`config.mk`:
```
export PLATFORM = sky130hd
export DESIGN_NAME = spi_fifo_ctrl
export DESIGN_NICKNAME = d
export VERILOG_FILES = /design/src/rtl/spi_pkg.sv /design/src/rtl/spi_clk_gen.sv /design/src/rtl/spi_fifo_ctrl.sv
export SDC_FILE = /design/constraint.sdc
export NUM_CORES = 1
export LEC_CHECK = 0
export CAP_MARGIN = 20
export CORE_ASPECT_RATIO = 1.75
export CORE_MARGIN = 3
export CORE_UTILIZATION = 54
export DETAILED_ROUTE_END_ITERATION = 7
export GPL_TIMING_DRIVEN = 1
export PLACE_DENSITY = 0.85
export SYNTH_ARGS = -nofsm -noshare
export SYNTH_HDL_FRONTEND = slang
export SYNTH_SLANG_ARGS = --single-unit
```
`constraint.sdc`:
```
create_clock -name PCLK -period 2.4 [get_ports PCLK]
set_input_delay 0.48 -clock PCLK [delete_from_list [all_inputs] [get_ports PCLK]]
set_output_delay 0.48 -clock PCLK [all_outputs]
set_load 0.005 [all_outputs]
```
`src/rtl/spi_pkg.sv`:
```
// Shared types and constants for the SPI command/response FIFO controller.
package spi_pkg;

    typedef enum logic [2:0] {
        IDLE  = 3'd0,
        POP   = 3'd1,
        WAITV = 3'd2,
        SHIFT = 3'd3,
        RESP  = 3'd4,
        GAP   = 3'd5
    } spi_state_t;

    localparam int SPI_CLK_DIV_DEFAULT = 4;

    // Command word layout: {rw, addr[WIDTH-1:0], wdata[WIDTH-1:0]}.
    localparam int CMD_WDATA_LSB = 0;

    function automatic int cmd_rw_bit(input int width);
        return 2 * width;
    endfunction

    function automatic int cmd_addr_lsb(input int width);
        return width;
    endfunction

endpackage

```
`src/rtl/spi_clk_gen.sv`:
```
// SCLK half-period generator: idles low while stopped, toggles every CLK_DIV
// PCLK cycles while running, and flags the cycle before each edge.
module spi_clk_gen
    import spi_pkg::*;
#(
    parameter int CLK_DIV = SPI_CLK_DIV_DEFAULT
) (
    input  logic clk,
    input  logic rst,
    input  logic run,
    output logic sclk,
    output logic rise,
    output logic fall
);

    localparam logic [7:0] HALF_LAST = 8'(CLK_DIV - 1);

    logic [7:0] cnt_r;
    logic       sclk_r;
    logic       tick_s;

    assign tick_s = run && (cnt_r == HALF_LAST);
    assign rise   = tick_s && !sclk_r;
    assign fall   = tick_s && sclk_r;
    assign sclk   = sclk_r;

    // Half-period counter and SCLK level.
    always_ff @(posedge clk) begin
        if (rst) begin
            cnt_r  <= 8'd0;
            sclk_r <= 1'b0;
        end else if (!run) begin
            cnt_r  <= 8'd0;
            sclk_r <= 1'b0;
        end else if (tick_s) begin
            cnt_r  <= 8'd0;
            sclk_r <= ~sclk_r;
        end else begin
            cnt_r  <= cnt_r + 8'd1;
            sclk_r <= sclk_r;
        end
    end

endmodule

```
`src/rtl/spi_fifo_ctrl.sv`:
```
// SPI mode-0 master: pops command words from a FIFO, shifts each as one
// 2*WIDTH-bit frame and pushes the read byte into a response FIFO.
module spi_fifo_ctrl
    import spi_pkg::*;
#(
    parameter int WIDTH   = 8,
    parameter int CLK_DIV = SPI_CLK_DIV_DEFAULT
) (
    input  logic               PCLK,
    input  logic               PRESET,
    input  logic               enable,
    input  logic               cmd_empty,
    input  logic               cmd_rst_busy,
    output logic               cmd_rd_en,
    input  logic               cmd_valid,
    input  logic [2*WIDTH:0]   cmd_dout,
    input  logic               rsp_full,
    output logic               rsp_wr_en,
    output logic [WIDTH-1:0]   rsp_din,
    output logic               sclk,
    output logic               cs_n,
    output logic               mosi,
    input  logic               miso,
    output logic               busy
);

    localparam int FRAME_W  = 2 * WIDTH;
    localparam int RW_BIT   = cmd_rw_bit(WIDTH);
    localparam int ADDR_MSB = cmd_addr_lsb(WIDTH) + WIDTH - 1;
    localparam int BIT_W    = $clog2(FRAME_W);
    localparam logic [BIT_W-1:0] LAST_FALL = BIT_W'(FRAME_W - 1);
    localparam logic [7:0]       GAP_LAST  = 8'(CLK_DIV - 1);

    spi_state_t         state_r, state_s;
    logic [2*WIDTH:0]   tx_r, tx_s;
    logic [WIDTH-1:0]   rx_r, rx_s;
    logic [WIDTH-1:0]   din_r, din_s;
    logic [BIT_W-1:0]   fall_cnt_r, fall_cnt_s;
    logic [7:0]         gap_cnt_r, gap_cnt_s;
    logic               rw_r, rw_s;
    logic               cs_n_r, cs_n_s;
    logic               mosi_r, mosi_s;
    logic               rd_en_r, rd_en_s;
    logic               wr_en_r, wr_en_s;
    logic               busy_r, busy_s;
    logic               run_s, sclk_s, rise_s, fall_s;

    assign run_s = (state_r == SHIFT);

    spi_clk_gen #(
        .CLK_DIV (CLK_DIV)
    ) u_clk_gen (
        .clk  (PCLK),
        .rst  (PRESET),
        .run  (run_s),
        .sclk (sclk_s),
        .rise (rise_s),
        .fall (fall_s)
    );

    // Next-state and next-output logic.
    always_comb begin
        state_s    = state_r;
        tx_s       = tx_r;
        rx_s       = rx_r;
        din_s      = din_r;
        fall_cnt_s = fall_cnt_r;
        gap_cnt_s  = gap_cnt_r;
        rw_s       = rw_r;
        cs_n_s     = cs_n_r;
        mosi_s     = mosi_r;
        rd_en_s    = 1'b0;
        wr_en_s    = 1'b0;
        case (state_r)
            IDLE: begin
                if (enable && !cmd_empty && !cmd_rst_busy) begin
                    state_s = POP;
                    rd_en_s = 1'b1;
                end else begin
                    state_s = IDLE;
                end
            end
            POP: begin
                state_s = WAITV;
            end
            WAITV: begin
                if (cmd_rst_busy) begin
                    state_s = IDLE;
                end else if (cmd_valid) begin
                    state_s    = SHIFT;
                    tx_s       = cmd_dout;
                    rw_s       = cmd_dout[RW_BIT];
                    mosi_s     = cmd_dout[RW_BIT];
                    cs_n_s     = 1'b0;
                    fall_cnt_s = '0;
                    rx_s       = '0;
                end else begin
                    state_s = WAITV;
                end
            end
            SHIFT: begin
                if (rise_s) begin
                    rx_s = WIDTH'({rx_r, miso});
                end else begin
                    rx_s = rx_r;
                end
                if (fall_s && (fall_cnt_r == LAST_FALL)) begin
                    state_s   = rw_r ? RESP : GAP;
                    cs_n_s    = 1'b1;
                    mosi_s    = 1'b0;
                    gap_cnt_s = 8'd0;
                end else if (fall_s && (fall_cnt_r == '0)) begin
                    // The address MSB is not transmitted: skip it after rw.
                    fall_cnt_s = fall_cnt_r + BIT_W'(1);
                    tx_s       = {tx_r[ADDR_MSB-1:0], 2'b00};
                    mosi_s     = tx_r[ADDR_MSB-1];
                end else if (fall_s) begin
                    fall_cnt_s = fall_cnt_r + BIT_W'(1);
                    tx_s       = {tx_r[RW_BIT-1:0], 1'b0};
                    mosi_s     = tx_r[RW_BIT-1];
                end else begin
                    state_s = SHIFT;
                end
            end
            RESP: begin
                if (rsp_full) begin
                    state_s = RESP;
                end else begin
                    state_s   = GAP;
                    wr_en_s   = 1'b1;
                    din_s     = rx_r;
                    gap_cnt_s = 8'd0;
                end
            end
            GAP: begin
                if (gap_cnt_r == GAP_LAST) begin
                    state_s = IDLE;
                end else begin
                    gap_cnt_s = gap_cnt_r + 8'd1;
                end
            end
            default: begin
                state_s = IDLE;
                cs_n_s  = 1'b1;
                mosi_s  = 1'b0;
            end
        endcase
        busy_s = (state_s != IDLE);
    end

    // FSM state register.
    always_ff @(posedge PCLK) begin
        if (PRESET) begin
            state_r <= IDLE;
        end else begin
            state_r <= state_s;
        end
    end

    // Datapath and registered outputs.
    always_ff @(posedge PCLK) begin
        if (PRESET) begin
            tx_r       <= '0;
            rx_r       <= '0;
            din_r      <= '0;
            fall_cnt_r <= '0;
            gap_cnt_r  <= 8'd0;
            rw_r       <= 1'b0;
            cs_n_r     <= 1'b1;
            mosi_r     <= 1'b0;
            rd_en_r    <= 1'b0;
            wr_en_r    <= 1'b0;
            busy_r     <= 1'b0;
        end else begin
            tx_r       <= tx_s;
            rx_r       <= rx_s;
            din_r      <= din_s;
            fall_cnt_r <= fall_cnt_s;
            gap_cnt_r  <= gap_cnt_s;
            rw_r       <= rw_s;
            cs_n_r     <= cs_n_s;
            mosi_r     <= mosi_s;
            rd_en_r    <= rd_en_s;
            wr_en_r    <= wr_en_s;
            busy_r     <= busy_s;
        end
    end

    assign cmd_rd_en = rd_en_r;
    assign rsp_wr_en = wr_en_r;
    assign rsp_din   = din_r;
    assign sclk      = sclk_s;
    assign cs_n      = cs_n_r;
    assign mosi      = mosi_r;
    assign busy      = busy_r;

endmodule
```
# == Yosys cells after proc, flatten, opt, wreduce, memory -nomap -nowiden ==
# Cells that the tools add are included.
# totals
output_inout_bits,14
elab_cells,110
register_bits,62
inputBits,25
# classes
bitwise_logic,7
mux,42
n_eq_ne,17
reduce_logical,27
addsub,3
# ops
op,n
16-bit 2-to-1 mux,5
8-bit 2-to-1 mux,6
16-bit case mux with 2 select lines,1
8-bit case mux with 3 select lines,1
4-bit 2-to-1 mux,5
3-bit case mux with 6 select lines,1
"8-bit by 1-bit adder with 8-bit output, second input constant",2
"8-bit by 2-bit == test with 1-bit output, second input constant",2
8-bit case mux with 2 select lines,1
4-bit AND reduction,4
1-bit 2-to-1 mux,14
"2-bit inequality test, second input constant",7
3-bit 2-to-1 mux,4
4-bit case mux with 2 select lines,1
1-bit logical AND,7
1-bit inverter,7
"3-bit by 2-bit == test with 1-bit output, second input constant",2
"3-bit == test, second input constant",2
1-bit case mux with 3 select lines,2
3-bit nonzero test,2
2-bit OR reduction,3
5-bit AND reduction,1
"4-bit by 1-bit adder with 4-bit output, second input constant",1
"4-bit == test, second input constant",1
12 further kinds,14

# == Longest topological paths before layout ==
# depth
ltp_word,8
ltp_mapped,8
ltp_nobuf,7

# == Cells and area by module ==
# From an unflattened synthesis, not the netlist that was laid out.
# unflattened
hier_cells,337
area_unflattened_um2,2979.1
# by_module_without_submodules
module,area_each_um2,instances,seq_area_each_um2,cells_per_inst
spi_fifo_ctrl,2561.2,1,1061.0,293
spi_clk_gen,417.9,1,180.2,44

# == Worst setup path after synthesis ==
# OpenSTA, ideal clock, no wires.
# synth_path
path_kind,reg2reg
from,register gap_cnt_r[0]
to,"register busy_r, in the netlist busy"
required_time_ps,2273
n_path_buf,1
path_stages_with_launch,7
period_less_slack_ps,1828
path_slack_ps,572
setup_time_ps,127
t_arrival_ps,1701
cell_sequence,dfxtp_1 -> ha_1 -> nor4bb_1 -> a221o_1 -> buf_2 -> a41oi_1 -> or3_1
# synth_via
elab_chain_cells,4
# synth_lines
element,line_no,source
"start, declared",spi_fifo_ctrl.sv:39,"logic [7:0] gap_cnt_r, gap_cnt_s;"
"start signal, assigned",spi_fifo_ctrl.sv:179,gap_cnt_r <= gap_cnt_s;
8-bit by 2-bit == test with 1-bit output,spi_fifo_ctrl.sv:136,if (gap_cnt_r == GAP_LAST) begin
3-bit 2-to-1 mux,spi_fifo_ctrl.sv:136,
3-bit case mux with 6 select lines,spi_fifo_ctrl.sv:74,case (state_r)
3-bit nonzero test,spi_fifo_ctrl.sv:148,busy_s = (state_s != IDLE);
"end signal, assigned",spi_fifo_ctrl.sv:185,busy_r <= busy_s;
"end, declared",spi_fifo_ctrl.sv:45,"logic busy_r, busy_s;"
# Every way passes these cells.
# A chain may end at the register's enable or synchronous reset.

# == Worst setup path after layout ==
# Ends and elaborated chain as after synthesis.

==> flow_metrics.env <==
export IMPL_post_dp_cell_area_sq_mm=0.00323
export IMPL_io_buffer_count=38
export IMPL_period_share=0.886
export IMPL_die_width_um=60.2
export IMPL_finalSetupTns_ns=0
export IMPL_hold_depth=1
export IMPL_crit_buf_inv=0
export IMPL_cp_required_ns=2.61
export IMPL_rsz0062_at_grt="false"
export IMPL_globalplace_congestion=0.888
export IMPL_first_pass_iters=4
export IMPL_antenna_found_initial=0
export IMPL_drv_cap=0
export IMPL_slew_violations=0
export IMPL_dieArea_sq_mm=0.00607
export IMPL_cpMaxStageDelayCell="a221o_1"
export IMPL_dp_cells=409
export IMPL_final_cells=425
export IMPL_clockBufferDepth=2
export IMPL_syn_area_sq_mm=0.00278
export IMPL_mostFrequentLayoutCells="dfxtp_1 (62), nand2_1 (53), clkdlybuf4s50_1 (38), a21oi_1 (36), nor2_1 (25)"
export IMPL_synth_top_area_share=0.447
export IMPL_root_buffer="clkbuf_8"
export IMPL_fp_dieH_um=101
export IMPL_path_max_fanout=9
export IMPL_cts_max_level=3
export IMPL_synth_ff_latch_count=62
export IMPL_ctsResizeCount=0
export IMPL_worst_slew_pin_slew_ns=0.701
export IMPL_io_pins=39
export IMPL_clkTransAtPathRegs_ns=0.07
export IMPL_core_sq_mm=0.00483
export IMPL_clock_sinks=62
export IMPL_clock_skew_ns=0.0152
export IMPL_cts_setup_buffers=0
export IMPL_grt_max_degree=21
export IMPL_p_total_mw=1.95
export IMPL_synthDistinctLibCells=43
export IMPL_yosysSeqAreaShare=0.447
export IMPL_cts_buffers=9
export IMPL_power_density_mw_per_mm2=571
export IMPL_crit_chain="ha_1, nor4bb_1, a221o_1, a41oi_1, or3_1"
export IMPL_r2r_slack_ns=0.27
export IMPL_vias=2457
export IMPL_rr_worst_depth=5
export IMPL_vias_per_cell=5.78
export IMPL_hold_violations=0
export IMPL_syn_num_nets=354
export IMPL_finalWirelength_um=6380
export IMPL_cts_hold_buffers_added=0
export IMPL_final_common_cell="dfxtp_1"
export IMPL_startpoint_type="register"
export IMPL_cp_startpoint="gap_cnt_r[0]"
export IMPL_worstSetupEndpoint="busy"
export IMPL_avgRoutedWirePerCell_um=15.0
export IMPL_drt_initial_drc_count=107
export IMPL_worst_setup_path_end_kind="register"
export IMPL_vdd_drop_max_uv=528
export IMPL_r2r_end="busy"
export IMPL_ant_nets=0
export IMPL_min_period_ns=2.13
export IMPL_max_stage_delay_ns=0.43
export IMPL_cts_tree="yes"
export IMPL_crit_family="simple AND/OR/NAND/NOR gates"
export IMPL_p_leak_nw=1.25
export IMPL_final_area_sq_mm=0.00342
export IMPL_initial_core_util=0.575
export IMPL_antenna_cells=0
export IMPL_grt_pass1_wl_um=10600
export IMPL_min_path_type="register to register"
export IMPL_cp_num_cells=5
export IMPL_finalSetupViolations=0
export IMPL_yosysTopAreaCell="dfxtp_1"
export IMPL_status="complete, no violations"
export IMPL_syn_inst=325
export IMPL_grt_pass1_vias=2435
export IMPL_grt_overflow_total=0
export IMPL_hpwl_um=4680
export IMPL_row_count=33
export IMPL_synth_area_top_cells="dfxtp_1 (45%), nand2_1 (7.2%), a21oi_1 (6.5%)"
export IMPL_syn2layout_area_growth_pct=23.1
export IMPL_fmax_ghz=0.470
export IMPL_nets=397
export IMPL_slew_headroom=0.532
export IMPL_clock_latency_ns=0.34
export IMPL_drc=0
export IMPL_critical_path_class="register to register"
export IMPL_yosys_warnings=0
export IMPL_cp_arrival_ns=2.34
export IMPL_grt_usage=0.230
export IMPL_syn_area_per_cell_sq_um=8.54
export IMPL_drive_gt1_frac=0.105
export IMPL_n_fill_cell=374
export IMPL_r2r_start="gap_cnt_r[0]"
export IMPL_holdWs_ns=0.449
==> state kept, by name (all words and copies together) (netlist names), 3 cells and up <==
register and flops:
gap_cnt_r 8, fall_cnt_r 4, u_clk_gen.cnt_r 8, state_r 3
rsp_din 8, rx_r 8, tx_r 16
==> cells by family after synthesis <==
| kind of cell | synth area share |
|---|---|
| AO/OA/AOI/OAI | 0.170 |
| adder cells (fa/ha/maj) | 0.0180 |
| flip-flops | 0.447 |
| XOR/XNOR | 0.0442 |
| buffers and inverters | 0.0347 |
| AND/OR/NAND/NOR | 0.233 |
| multiplexers | 0.0527 |
==> report_power, final <==
part           internal [mW]  total (mW)  switching, mW
Sequential              1.03        1.04        0.00501
Clock                  0.409       0.829          0.420
Combinational         0.0503      0.0855         0.0352
==> worst min path at each step <==
stage                              end                from
finish              u_clk_gen.cnt_r[0]  u_clk_gen.cnt_r[0]
global route                rsp_din[2]          rsp_din[2]
CTS                 u_clk_gen.cnt_r[0]  u_clk_gen.cnt_r[0]
detailed placement  u_clk_gen.cnt_r[0]  u_clk_gen.cnt_r[0]
global placement    u_clk_gen.cnt_r[0]  u_clk_gen.cnt_r[0]
floorplan           u_clk_gen.cnt_r[0]  u_clk_gen.cnt_r[0]
==> metrics by stage <==
stage / setup slack (ns) / utilization
detailed placement: 0.186 / 0.670
floorplan: 0.572 / -
global route: 0.0430 / 0.707
finish: 0.274 / 0.707
global placement: 0.245 / 0.670
CTS: 0.274 / 0.707
==> cells in the mapped netlist (all sizes together) <==
cell type	n
or3	5
inv	5
and3	6
nand3	21
a41oi	1
a21boi	1
nor2	25
nor4	1
a21oi	36
nand2b	2
nor4bb	1
o21ai	12
and3b	1
nor3	7
o211a	1
ha	4
a311oi	1
nor4b	3
a221o	1
xnor2	9
nor2b	3
o31ai	1
dfxtp	62
a221oi	1
a21o	2
a22oi	9
nor3b	2
xor2	5
clkbuf	9
nand4	1
a211oi	3
o221ai	5
o22ai	1
mux2	5
mux2i	9
buf	9
nand2	53
and4	1
nand3b	1
==> final cells by class <==
cell class	instances	area, sq um	area share
inverters	5	18.8	0.00549
multi-input cells	240	1440	0.421
flip-flops and latches	62	1240	0.363
well taps	52	65.1	0.0190
clock inverters	6	45.0	0.0132
clock buffers	10	138	0.0403
repair buffers	50	470	0.138
==> per-layer routing <==
| layer | GRT usage | wire length, um | vias up |
|---|---|---|---|
| met5 | 0 | 0 | - |
| met4 | 0.109 | 91 | 0 |
| met3 | 0.0577 | 320 | 10 |
| met2 | 0.403 | 3350 | 71 |
| met1 | 0.247 | 2610 | 1139 |
| li1 | - | - | 1237 |
No activity file was read; power rests on OpenSTA's default activity.
